File: src/rtl/mem_arbiter.sv
// Two-client (icache/dcache) line arbiter in front of a single-ported memory.
// Latency: gnt + mem_req 1 cycle after req; fill_valid 1 cycle after mem_ack.
// Backpressure: clients hold req until gnt; memory stalls via late mem_ack.
module mem_arbiter #(
    parameter int ADDR_WIDTH   = 32,
    parameter int LINE_WIDTH   = 128,
    parameter int MAX_D_STREAK = 2
) (
    input  logic                  clk,
    input  logic                  rst_n,
    input  logic                  ic_req,
    input  logic [ADDR_WIDTH-1:0] ic_addr,
    output logic                  ic_gnt,
    output logic                  ic_fill_valid,
    output logic [LINE_WIDTH-1:0] ic_fill_data,
    input  logic                  dc_req,
    input  logic                  dc_we,
    input  logic [ADDR_WIDTH-1:0] dc_addr,
    input  logic [LINE_WIDTH-1:0] dc_wdata,
    output logic                  dc_gnt,
    output logic                  dc_fill_valid,
    output logic [LINE_WIDTH-1:0] dc_fill_data,
    output logic                  mem_req,
    output logic                  mem_we,
    output logic [ADDR_WIDTH-1:0] mem_addr,
    output logic [LINE_WIDTH-1:0] mem_wdata,
    input  logic                  mem_ack,
    input  logic [LINE_WIDTH-1:0] mem_rdata
);

    localparam int OFFS = $clog2(LINE_WIDTH / 8);
    localparam int SW   = (MAX_D_STREAK < 1) ? 1 : $clog2(MAX_D_STREAK + 1);
    localparam logic [ADDR_WIDTH-1:0] ADDR_MASK = ~((ADDR_WIDTH'(1) << OFFS) - ADDR_WIDTH'(1));
    localparam logic [SW-1:0] STREAK_MAX = SW'(MAX_D_STREAK);

    localparam logic [1:0] IDLE = 2'd0;
    localparam logic [1:0] BUSY = 2'd1;
    localparam logic [1:0] RESP = 2'd2;

    logic [1:0]            state;
    logic [SW-1:0]         streak;
    logic                  owner_dc;
    logic [ADDR_WIDTH-1:0] addr_q;
    logic                  we_q;
    logic [LINE_WIDTH-1:0] wdata_q;
    logic [LINE_WIDTH-1:0] rdata_q;
    logic                  pick_ic;

    // dcache has priority until it has won MAX_D_STREAK contended rounds in a row
    assign pick_ic = ic_req && (!dc_req || (streak == STREAK_MAX));

    always_ff @(posedge clk or negedge rst_n) begin
        if (!rst_n) begin
            state    <= IDLE;
            streak   <= '0;
            owner_dc <= 1'b0;
            addr_q   <= '0;
            we_q     <= 1'b0;
            wdata_q  <= '0;
            rdata_q  <= '0;
            ic_gnt   <= 1'b0;
            dc_gnt   <= 1'b0;
        end else begin
            ic_gnt <= 1'b0;
            dc_gnt <= 1'b0;
            case (state)
                IDLE: begin
                    if (ic_req || dc_req) begin
                        state <= BUSY;
                        if (pick_ic) begin
                            owner_dc <= 1'b0;
                            addr_q   <= ic_addr & ADDR_MASK;
                            we_q     <= 1'b0;
                            wdata_q  <= '0;
                            ic_gnt   <= 1'b1;
                            streak   <= '0;
                        end else begin
                            owner_dc <= 1'b1;
                            addr_q   <= dc_addr & ADDR_MASK;
                            we_q     <= dc_we;
                            wdata_q  <= dc_wdata;
                            dc_gnt   <= 1'b1;
                            if (ic_req && (streak != STREAK_MAX))
                                streak <= streak + SW'(1);
                        end
                    end
                end
                BUSY: begin
                    if (mem_ack) begin
                        rdata_q <= mem_rdata;
                        state   <= RESP;
                    end
                end
                RESP:    state <= IDLE;
                default: state <= IDLE;
            endcase
        end
    end

    assign mem_req       = (state == BUSY);
    assign mem_we        = we_q;
    assign mem_addr      = addr_q;
    assign mem_wdata     = wdata_q;
    assign ic_fill_valid = (state == RESP) && !owner_dc;
    assign dc_fill_valid = (state == RESP) && owner_dc;
    assign ic_fill_data  = rdata_q;
    assign dc_fill_data  = rdata_q;

endmodule

File: config.mk
export PLATFORM = sky130hd
export DESIGN_NAME = mem_arbiter
export DESIGN_NICKNAME = d
export VERILOG_FILES = /design/src/rtl/mem_arbiter.sv
export SDC_FILE = /design/constraint.sdc
export NUM_CORES = 1
export LEC_CHECK = 0
export CORE_AREA = 8 8 283 285
export CTS_CLUSTER_DIAMETER = 40
export DETAILED_ROUTE_END_ITERATION = 10
export DIE_AREA = 0 0 291 293
export SYNTH_ARGS = -nofsm -noshare
export SYNTH_HDL_FRONTEND = slang
export SYNTH_SLANG_ARGS = --single-unit
File: constraint.sdc
create_clock -name clk -period 1.65 [get_ports clk]
set_clock_uncertainty 0.05 [all_clocks]
set_input_delay 0.4125 -clock clk [delete_from_list [all_inputs] [get_ports clk]]
set_output_delay 0.4125 -clock clk [all_outputs]
set_load 0.05 [all_outputs]
=== Word-level counts from Yosys, hierarchy flattened ===
Index checks and enable logic that the tools add are counted.

* Output and inout port bits: 422
* Flip-flop bits (word level): 296
* Bits of input ports: 326
* Logic and storage cells: 44

* Equality and inequality tests: 6
* Add/subtract/negate cells: 1
* Reduce and logical (&&, ||, !) cells: 14
* Multiplexer cells: 14

{| class="wikitable"
|+ Operators with widths
! operator !! number
|-
| two-way mux 128 bit || 1
|-
| two-way mux 32 bit || 1
|-
| two-way mux 2 bit || 4
|-
| two-way mux 1 bit || 7
|-
| AND reduction 2 bit || 3
|-
| equality test 2 bit, second input constant || 2
|-
| logical AND 1 bit || 4
|-
| != test 2 bit, second input constant || 2
|-
| case mux 2 bit (2 select lines) || 1
|-
| AND reduction 3 bit || 1
|-
| adder 2 x 1 -> 2 bit, second input constant || 1
|-
| equality test 2 x 1 -> 1 bit, second input constant || 1
|-
| zero test 1 bit || 2
|-
| zero test 2 bit || 1
|-
| logical OR 1 bit || 2
|-
| != test 2 x 1 -> 1 bit, second input constant || 1
|-
| nonzero test 2 bit || 1
|}

=== Depth between registers and ports, before layout ===
Gate-level depths: netlist (run 1).

* Depth in word-level cells: 6
* Gate-level depth with buffers: 8
* Gate-level depth less buffers: 5

=== Worst setup path after synthesis (run 1) ===
Ideal clock, no wire load.

* Path kind: register to output
* From: reg state[0]
* To: out ic_fill_valid
* Cell stages (with the launch flop): 2
* Data required time: 1.187 ns
* Arrival time: 1.559 ns
* Path slack: -0.371 ns
* Buffers on the path: 0
* Path through: dfrtp_1 nor3b_1

* Word-level cells in the longest chain between the ends: 2

{| class="wikitable"
|+ Ends and longest elaborated chain
! element !! line !! text
|-
| start: declaration || 40 || <nowiki>logic [1:0] state;</nowiki>
|-
| start signal: assignment || 54 || <nowiki>state <= IDLE;</nowiki>
|-
| start signal: assignment || 69 || <nowiki>state <= BUSY;</nowiki>
|-
| start signal: assignment || 91 || <nowiki>state <= RESP;</nowiki>
|-
| equality test 2 bit || 104 || <nowiki>assign ic_fill_valid = (state == RESP) && !owner_dc;</nowiki>
|-
| logical AND 1 bit || 104 ||
|-
| end: declaration || 14 || <nowiki>output logic ic_fill_valid,</nowiki>
|}

Every way passes these cells.

=== Worst setup path in the final report (run 1) ===
* From: reg state[0]
* To: out dc_fill_valid

* Word-level cells in the longest chain between the ends: 2

{| class="wikitable"
|+ Ends and longest elaborated chain
! element !! line !! text
|-
| equality test 2 bit || 105 || <nowiki>assign dc_fill_valid = (state == RESP) && owner_dc;</nowiki>
|-
| logical AND 1 bit || 105 ||
|-
| end: declaration || 21 || <nowiki>output logic dc_fill_valid,</nowiki>
|}

Every way passes these cells.

==> results of run 1 <==
## sequential cells by signal (all words and copies together) (netlist names)
| signal | flops |
|---|---|
| mem_wdata | 128 |
| dc_gnt | 1 |
| mem_we | 1 |
| owner_dc | 1 |
| ic_gnt | 1 |
| dc_fill_data | 128 |
| state | 2 |
| mem_addr | 28 |
| streak | 2 |
## metrics by stage
| step | setup WS [ps] | std cells | instance area (µm²) |
|---|---|---|---|
| 6_report | -332 | 2711 | 28600 |
| 5_1_grt | -397 | 2708 | 28600 |
| 4_1_cts | -384 | 2672 | 28100 |
| 3_5_place_dp | -436 | 2472 | 24700 |
| 3_3_place_gp | -498 | 2472 | 24700 |
| 2_1_floorplan | -101 | 884 | 12500 |
## layer usage
layer / vias up / global-route usage
met5: - / 0
met4: 4 / 0.0451
met3: 107 / 0.0650
met2: 586 / 0.227
met1: 5319 / 0.145
li1: 4674 / -
## cells by family (layout without fill, tap and decap cells)
kind of cell               count (synthesis)  in the layout  share of synthesized area
buffers and inverters                    198           1042                      0.119
AOI/OAI and AO/OA                        217            217                      0.129
adders and majority gates                  1              1                    0.00100
DFF                                      292            292                      0.586
other                                      1              9                   0.000301
and+or+nand+nor                           44             44                     0.0191
muxes                                    128            128                      0.146
## final cells by class
class | instances | area (µm²)
antenna | 5 | 12.5
clock buffer | 69 | 1620
clock inverter | 43 | 544
fill | 6826 | 46800
inverter | 3 | 11.3
multi-input combinational | 394 | 3840
sequential | 292 | 7480
tap | 978 | 1220
timing repair buffer | 927 | 13900
## power groups by stage
stage	logic (W)	clock network, W	registers, W
after floorplan	0.0147	0	0.0240
after CTS	0.0501	0.0131	0.0164
after global placement	0.0473	0	0.0160
after global routing	0.0524	0.0134	0.0168
final	0.0508	0.0128	0.0164
after detailed placement	0.0477	0	0.0161
## worst min path at each step
stage | from | endpoint | slack, ps | cells after the start
floorplan | rst_n | dc_fill_data[0] | 70 | 0
CTS | rst_n | dc_fill_data[19] | 220 | 2
global placement | rst_n | dc_fill_data[24] | 270 | 1
global route | rst_n | dc_fill_data[19] | 260 | 2
detailed placement | rst_n | dc_fill_data[24] | 270 | 1
finish | rst_n | dc_fill_data[19] | 250 | 2
## Yosys cell counts
master	n
sky130_fd_sc_hd__nand2b_1	1
sky130_fd_sc_hd__a31oi_1	28
sky130_fd_sc_hd__or2_1	1
sky130_fd_sc_hd__a21o_1	2
sky130_fd_sc_hd__buf_4	132
sky130_fd_sc_hd__nand3_1	28
sky130_fd_sc_hd__nor2b_1	1
sky130_fd_sc_hd__and2_1	1
sky130_fd_sc_hd__buf_8	11
sky130_fd_sc_hd__mux2_2	19
sky130_fd_sc_hd__buf_6	12
sky130_fd_sc_hd__clkbuf_1	14
sky130_fd_sc_hd__nor2b_2	1
sky130_fd_sc_hd__buf_2	23
sky130_fd_sc_hd__and3b_1	1
sky130_fd_sc_hd__o21ai_1	10
sky130_fd_sc_hd__inv_1	3
sky130_fd_sc_hd__o31ai_1	1
sky130_fd_sc_hd__or3b_2	1
sky130_fd_sc_hd__nor2_1	2
sky130_fd_sc_hd__o21ai_0	19
sky130_fd_sc_hd__ha_1	1
sky130_fd_sc_hd__and2_4	1
sky130_fd_sc_hd__a22o_1	129
sky130_fd_sc_hd__buf_1	3
sky130_fd_sc_hd__conb_1	1
sky130_fd_sc_hd__a21oi_1	28
sky130_fd_sc_hd__mux2_1	9
sky130_fd_sc_hd__and3_1	1
sky130_fd_sc_hd__nand2_1	3
sky130_fd_sc_hd__dfrtp_1	292
sky130_fd_sc_hd__mux2_4	100
sky130_fd_sc_hd__nor3b_1	1
sky130_fd_sc_hd__nor3_1	1
## timing repair
action	in CTS	in global routing
endpoints found under the hold margin	72	0
gates resized for setup	187	49
pin swaps	1	31
endpoints found under the setup margin	517	690
setup buffers	80	29
cloned	7	14
hold buffers	1	0
==> results.txt, run 1 <==
----------------------------------------------------
[Timing]
  RSZ-0062 raised after global routing ... yes
  Final worst slack ... -332 ps
  Maximum frequency from static timing analysis ... 0.505 GHz
  Final Max Slew Viols ... 0
  Worst hold slack across all endpoints ... 248 ps
  Shortest period the worst path allows ... 1980 ps
  Number of setup violations in the final report ... 532
  Final Hold Vio Count ... 0
  Post-route setup TNS ... -26,620 ps
  Share of the clock period used by the worst path ... 1.20

[Worst setup path]
  Worst reg-to-reg setup slack ... -180 ps
  RR Startpoint ... state[0]
  Worst setup path startpoint ... state[0]
  Reg2Reg Depth ... 8
  Reg-to-reg endpoint ... dc_fill_data[98]
  Critical path data arrival time ... 1520 ps
  Type of element capturing the critical path ... primary output
  Combined buffer and inverter count along the critical path ... 2
  CP endpoint ... dc_fill_valid
  Slowest stage cell on the critical path ... sky130_fd_sc_hd__dfrtp_1
  Worst path top cell family by delay ... flip-flops
  Cell-by-cell trace of the critical path ... buf_6 -> and3b_2 -> buf_12
  CP Depth ... 3
  Slowest Stage Delay on Critical Path ... 400 ps
  Category of the critical setup timing path ... register to primary output
  Kind of start point of the critical path ... register
  Critical Path RT ... 1190 ps
  Crit Path Max Fanout ... 3

[Synth]
  Synthesis Warnings ... 0
  Fraction of the yosys area taken by sequential cells ... 0.586
  Cell type with the highest aggregate area in the netlist ... sky130_fd_sc_hd__dfrtp_1
  Count of cell types in the netlist ... 34
  FF+latch count, synth ... 292
  Biggest area contributors in the synthesized netlist ... sky130_fd_sc_hd__dfrtp_1 (59%), sky130_fd_sc_hd__mux2_4 (12%), sky130_fd_sc_hd__a22o_1 (9.1%)
  Post-synth design cell area ... 12,500 µm²
  Syn Inst Count ... 881
  Average footprint of a synthesized cell ... 14.2 µm²
  Fraction of post-synthesis cell area in the top cell type by area ... 0.586

[Routing]
  DRT iter0 DRCs ... 338
  Vias after detailed routing ... 10,700
  Top layer reached by signal wires ... met5
  Routed length on met2 ... 30,800 µm
  Routed wire length per instance ... 22.7 µm
  Total Routed Length ... 61,500 µm
  Total DRC errors in the routed layout ... 0
  M1 WL ... 22,500 µm
  Average vias per placed instance ... 3.94
  Post-route antenna net violation count ... 0
  Detailed-router iteration count before antenna repair ... 4
  WL met3 ... 6250 µm

[Clock tree]
  Clock buffers created by TritonCTS ... 60
  Clk pin slew, worst setup/hold paths ... 50 ps
  Deepest clock path buffer count ... 3
  H-tree depth ... 2
  Latest clock arrival within the worst-skew pair ... 580 ps
  Number of sinks handled by clock tree synthesis ... 292
  CTS root buf ... sky130_fd_sc_hd__clkbuf_16
  CTS tree ... done

[GRT]
  Via count of the first global-routing pass ... 12,000
  Pin count of the biggest net entering global routing ... 54
  Initial antenna violation count ... 16
  Global-route wire length before repair ... 85,800 µm
  Gr usage total ... 0.133
  Total overflow reported by the global router ... 0

[Cells and area]
  Commonest non-fill, non-tap cell in the layout ... sky130_fd_sc_hd__buf_12
  Core utilization of the finished layout ... 0.379
  Fraction of final layout cells with drive strength greater than 1 ... 0.576
  Total number of nets in the final design ... 2,005
  Area Overhead vs Synth ... 129%
  Commonest cells after routing, fill and taps aside ... sky130_fd_sc_hd__buf_12 (453), sky130_fd_sc_hd__clkdlybuf4s50_1 (316), sky130_fd_sc_hd__dfrtp_1 (154)

[Status]
  Failing checks ... setup timing
  Status ... complete, but fails checks

[Power]
  Total chip power ... 0.0799 W
  Pwr/cell area ... 2790 nW/µm²
  Sw Ratio ... 0.433
  Clock share of power ... 0.160
  Fraction of power consumed by combinational cells ... 0.635
  Part of the total power dissipated in sequential elements ... 0.205
  Net Switching ... 0.0346 W
  Pint ... 0.0453 W
  Max rail drop VDD ... 1.58 mV
  Leakage power figure ... 12.5 nW

[Floorplanning]
  Width of the die ... 291 µm
  Die Outline Area ... 85,300 µm²
  Core footprint ... 75,400 µm²
  Starting density of the core ... 0.165
  Die height ... 293 µm
  I/O pin total ... 748
  Count of standard-cell rows ... 101

[Job]
  Max-cap violations ... 0

[Place]
  DP Wirelength ... 46,400 µm
  I/O Buffers ... 735
  Global placement routability congestion ... 0.811

[Worst hold path]
  Min-delay worst type ... input pin to asynchronous set/reset pin

----------------------------------------------------
(Power assumes the default switching activity.)
==> inputs of run 2 (changes only) <==
Settings changed: PLACE_DENSITY_LB_ADDON set to 0.15.
==> run 2 against run 1 <==
Compared with the run above: core utilization rose by 0.43 points; power rose by 4.2%; setup slack got worse by 3.4 ps; the run still ends with setup timing left; routed wire length rose by 2.0%; global-route usage rose by 0.26 points; combinational power fell by 1%; register-to-register slack got worse by 30 ps; critical path depth did not move; critical endpoint unchanged; sequential power barely moved; count of clock-buffer cells in the layout rose by 27; die area did not move; first-iteration DRC count rose by 23%; largest power group unchanged.
==> results.txt, run 2 (synthesized netlist as in run 1, its figures left out) <==
----------------------------------------------------
[Floorplanning]
  Core footprint ... 75,400 µm²
  I/O pin total ... 748
  Die Outline Area ... 85,300 µm²
  Starting density of the core ... 0.165
  Width of the die ... 291 µm
  Count of standard-cell rows ... 101
  Die height ... 293 µm

[Timing]
  Shortest period the worst path allows ... 1990 ps
  Final Max Slew Viols ... 0
  Final Hold Vio Count ... 0
  Share of the clock period used by the worst path ... 1.20
  Number of setup violations in the final report ... 306
  Worst hold slack across all endpoints ... 228 ps
  Final worst slack ... -336 ps
  RSZ-0062 raised after global routing ... yes
  Maximum frequency from static timing analysis ... 0.504 GHz

[Cells and area]
  Area taken by flip-flops and latches ... 7470 µm²
  Core utilization of the finished layout ... 0.384
  Fin area ... 28,900 µm²
  Multi-input gate area in the final layout ... 3850 µm²
  Commonest non-fill, non-tap cell in the layout ... sky130_fd_sc_hd__buf_12
  Filler Cells Inserted ... 7,050
  Fraction of final layout cells with drive strength greater than 1 ... 0.570
  Area Overhead vs Synth ... 132%
  Total number of nets in the final design ... 2,001
  Commonest cells after routing, fill and taps aside ... sky130_fd_sc_hd__buf_12 (451), sky130_fd_sc_hd__clkdlybuf4s50_1 (316), sky130_fd_sc_hd__dfrtp_1 (158)

[Worst setup path]
  Critical Path RT ... 1190 ps
  Crit Path Max Fanout ... 3
  Kind of start point of the critical path ... register
  Type of element capturing the critical path ... primary output
  Reg-to-reg endpoint ... dc_fill_data[108]
  Worst reg-to-reg setup slack ... -210 ps
  Reg2Reg Depth ... 7
  Category of the critical setup timing path ... register to primary output
  Critical path data arrival time ... 1520 ps
  RR Startpoint ... state[1]

[Power]
  Max rail drop VDD ... 1.33 mV
  Part of the total power dissipated in sequential elements ... 0.195
  Pwr/cell area ... 2880 nW/µm²
  Pint ... 0.0483 W
  Fraction of power consumed by combinational cells ... 0.603
  Net Switching ... 0.0350 W
  Sw Ratio ... 0.420
  Clock share of power ... 0.202
  Leakage power figure ... 12.7 nW

[Place]
  DP Wirelength ... 47,300 µm
  Placement Cell Area ... 24,700 µm²
  I/O Buffers ... 735
  Worst setup timing slack at the placement stage ... -458 ps
  Global placement routability congestion ... 0.736

[Routing]
  Total DRC errors in the routed layout ... 0
  DRT iter0 DRCs ... 417
  Total Routed Length ... 62,800 µm
  Post-route antenna net violation count ... 0
  Detailed-router iteration count before antenna repair ... 5
  Average vias per placed instance ... 3.87
  Vias after detailed routing ... 10,500
  Routed wire length per instance ... 23.1 µm

[Clock tree]
  Clock buffers created by TritonCTS ... 75
  CTS root buf ... sky130_fd_sc_hd__clkbuf_16
  Clk pin slew, worst setup/hold paths ... 50 ps
  Deepest clock path buffer count ... 3
  CTS tree ... done
  Number of sinks handled by clock tree synthesis ... 292
  H-tree depth ... 3
  Latest clock arrival within the worst-skew pair ... 590 ps

[GRT]
  Total overflow reported by the global router ... 0
  Via count of the first global-routing pass ... 11,700
  Global-route wire length before repair ... 86,200 µm
  Gr usage total ... 0.136
  Pin count of the biggest net entering global routing ... 71
  Initial antenna violation count ... 9

[Status]
  Status ... complete, but fails checks
  Failing checks ... setup timing

[Worst hold path]
  Min-delay worst type ... input pin to asynchronous set/reset pin

[Job]
  Max-cap violations ... 0

----------------------------------------------------
## run 2: changes by cell type in the layout (fill, tap and decap cells not counted), sizes merged
cell and delta:
diode -2, inv -3, bufinv +12, clkinv -10, clkbuf +26, buf -18
## run 2: critical path: stages (launching register included)
cell and delay [ps]:
sky130_fd_sc_hd__dfrtp_1 400, sky130_fd_sc_hd__buf_6 130, sky130_fd_sc_hd__and3b_2 250, sky130_fd_sc_hd__buf_12 140
## run 2: routing by layer
| layer | track usage | part of all wire | vias to the layer above |
|---|---|---|---|
| met5 | 0 | 0.0011 | - |
| met4 | 0.0415 | 0.027 | 10 |
| met3 | 0.0682 | 0.097 | 109 |
| met2 | 0.251 | 0.54 | 498 |
| met1 | 0.132 | 0.34 | 5214 |
| li1 | - | - | 4667 |
## run 2: how the worst max path moves through the flow
| stage | from | endpoint | slack (ps) | cells after the start |
|---|---|---|---|---|
| 3_5_place_dp | ic_req | mem_wdata[109] | -460 | 5 |
| 4_1_cts | state[0] | dc_fill_valid | -400 | 3 |
| 3_3_place_gp | ic_req | streak[0] | -480 | 5 |
| 5_1_grt | state[0] | dc_fill_valid | -430 | 3 |
| 2_1_floorplan | state[0] | dc_fill_data[100] | -100 | 5 |
| 6_report | state[0] | dc_fill_valid | -340 | 3 |
## run 2: cell type report
type,instances,area share
repair buffers,908,0.467
flip-flops and latches,292,0.258
multi-input cells,394,0.133
clock buffers,96,0.0704
well taps,978,0.0423
clock inverters,42,0.0290
inverters,3,0.000389
diodes,3,0.000259
## run 2: power groups by stage
stage	clock, W	combinational, W	sequential [W]
4_1_cts	0.0173	0.0492	0.0163
6_report	0.0168	0.0502	0.0162
5_1_grt	0.0177	0.0518	0.0166
3_3_place_gp	0	0.0481	0.0159
3_5_place_dp	0	0.0481	0.0160
2_1_floorplan	0	0.0147	0.0240
## run 2: timing repair
item	CTS	global route
setup endpoints to repair	542	642
gates cloned	1	9
endpoints found under the hold margin	188	0
pin swaps	1	23
resized for setup	153	50
hold buffers	1	0
buffers inserted	35	56
## run 2: stage by stage
step	std cells	total power (W)	setup TNS, ps
3_3_place_gp	2476	0.0640	-98810
2_1_floorplan	884	0.0386	-11280
5_1_grt	2715	0.0861	-50450
3_5_place_dp	2476	0.0641	-102960
4_1_cts	2651	0.0829	-34550
6_report	2716	0.0833	-19710
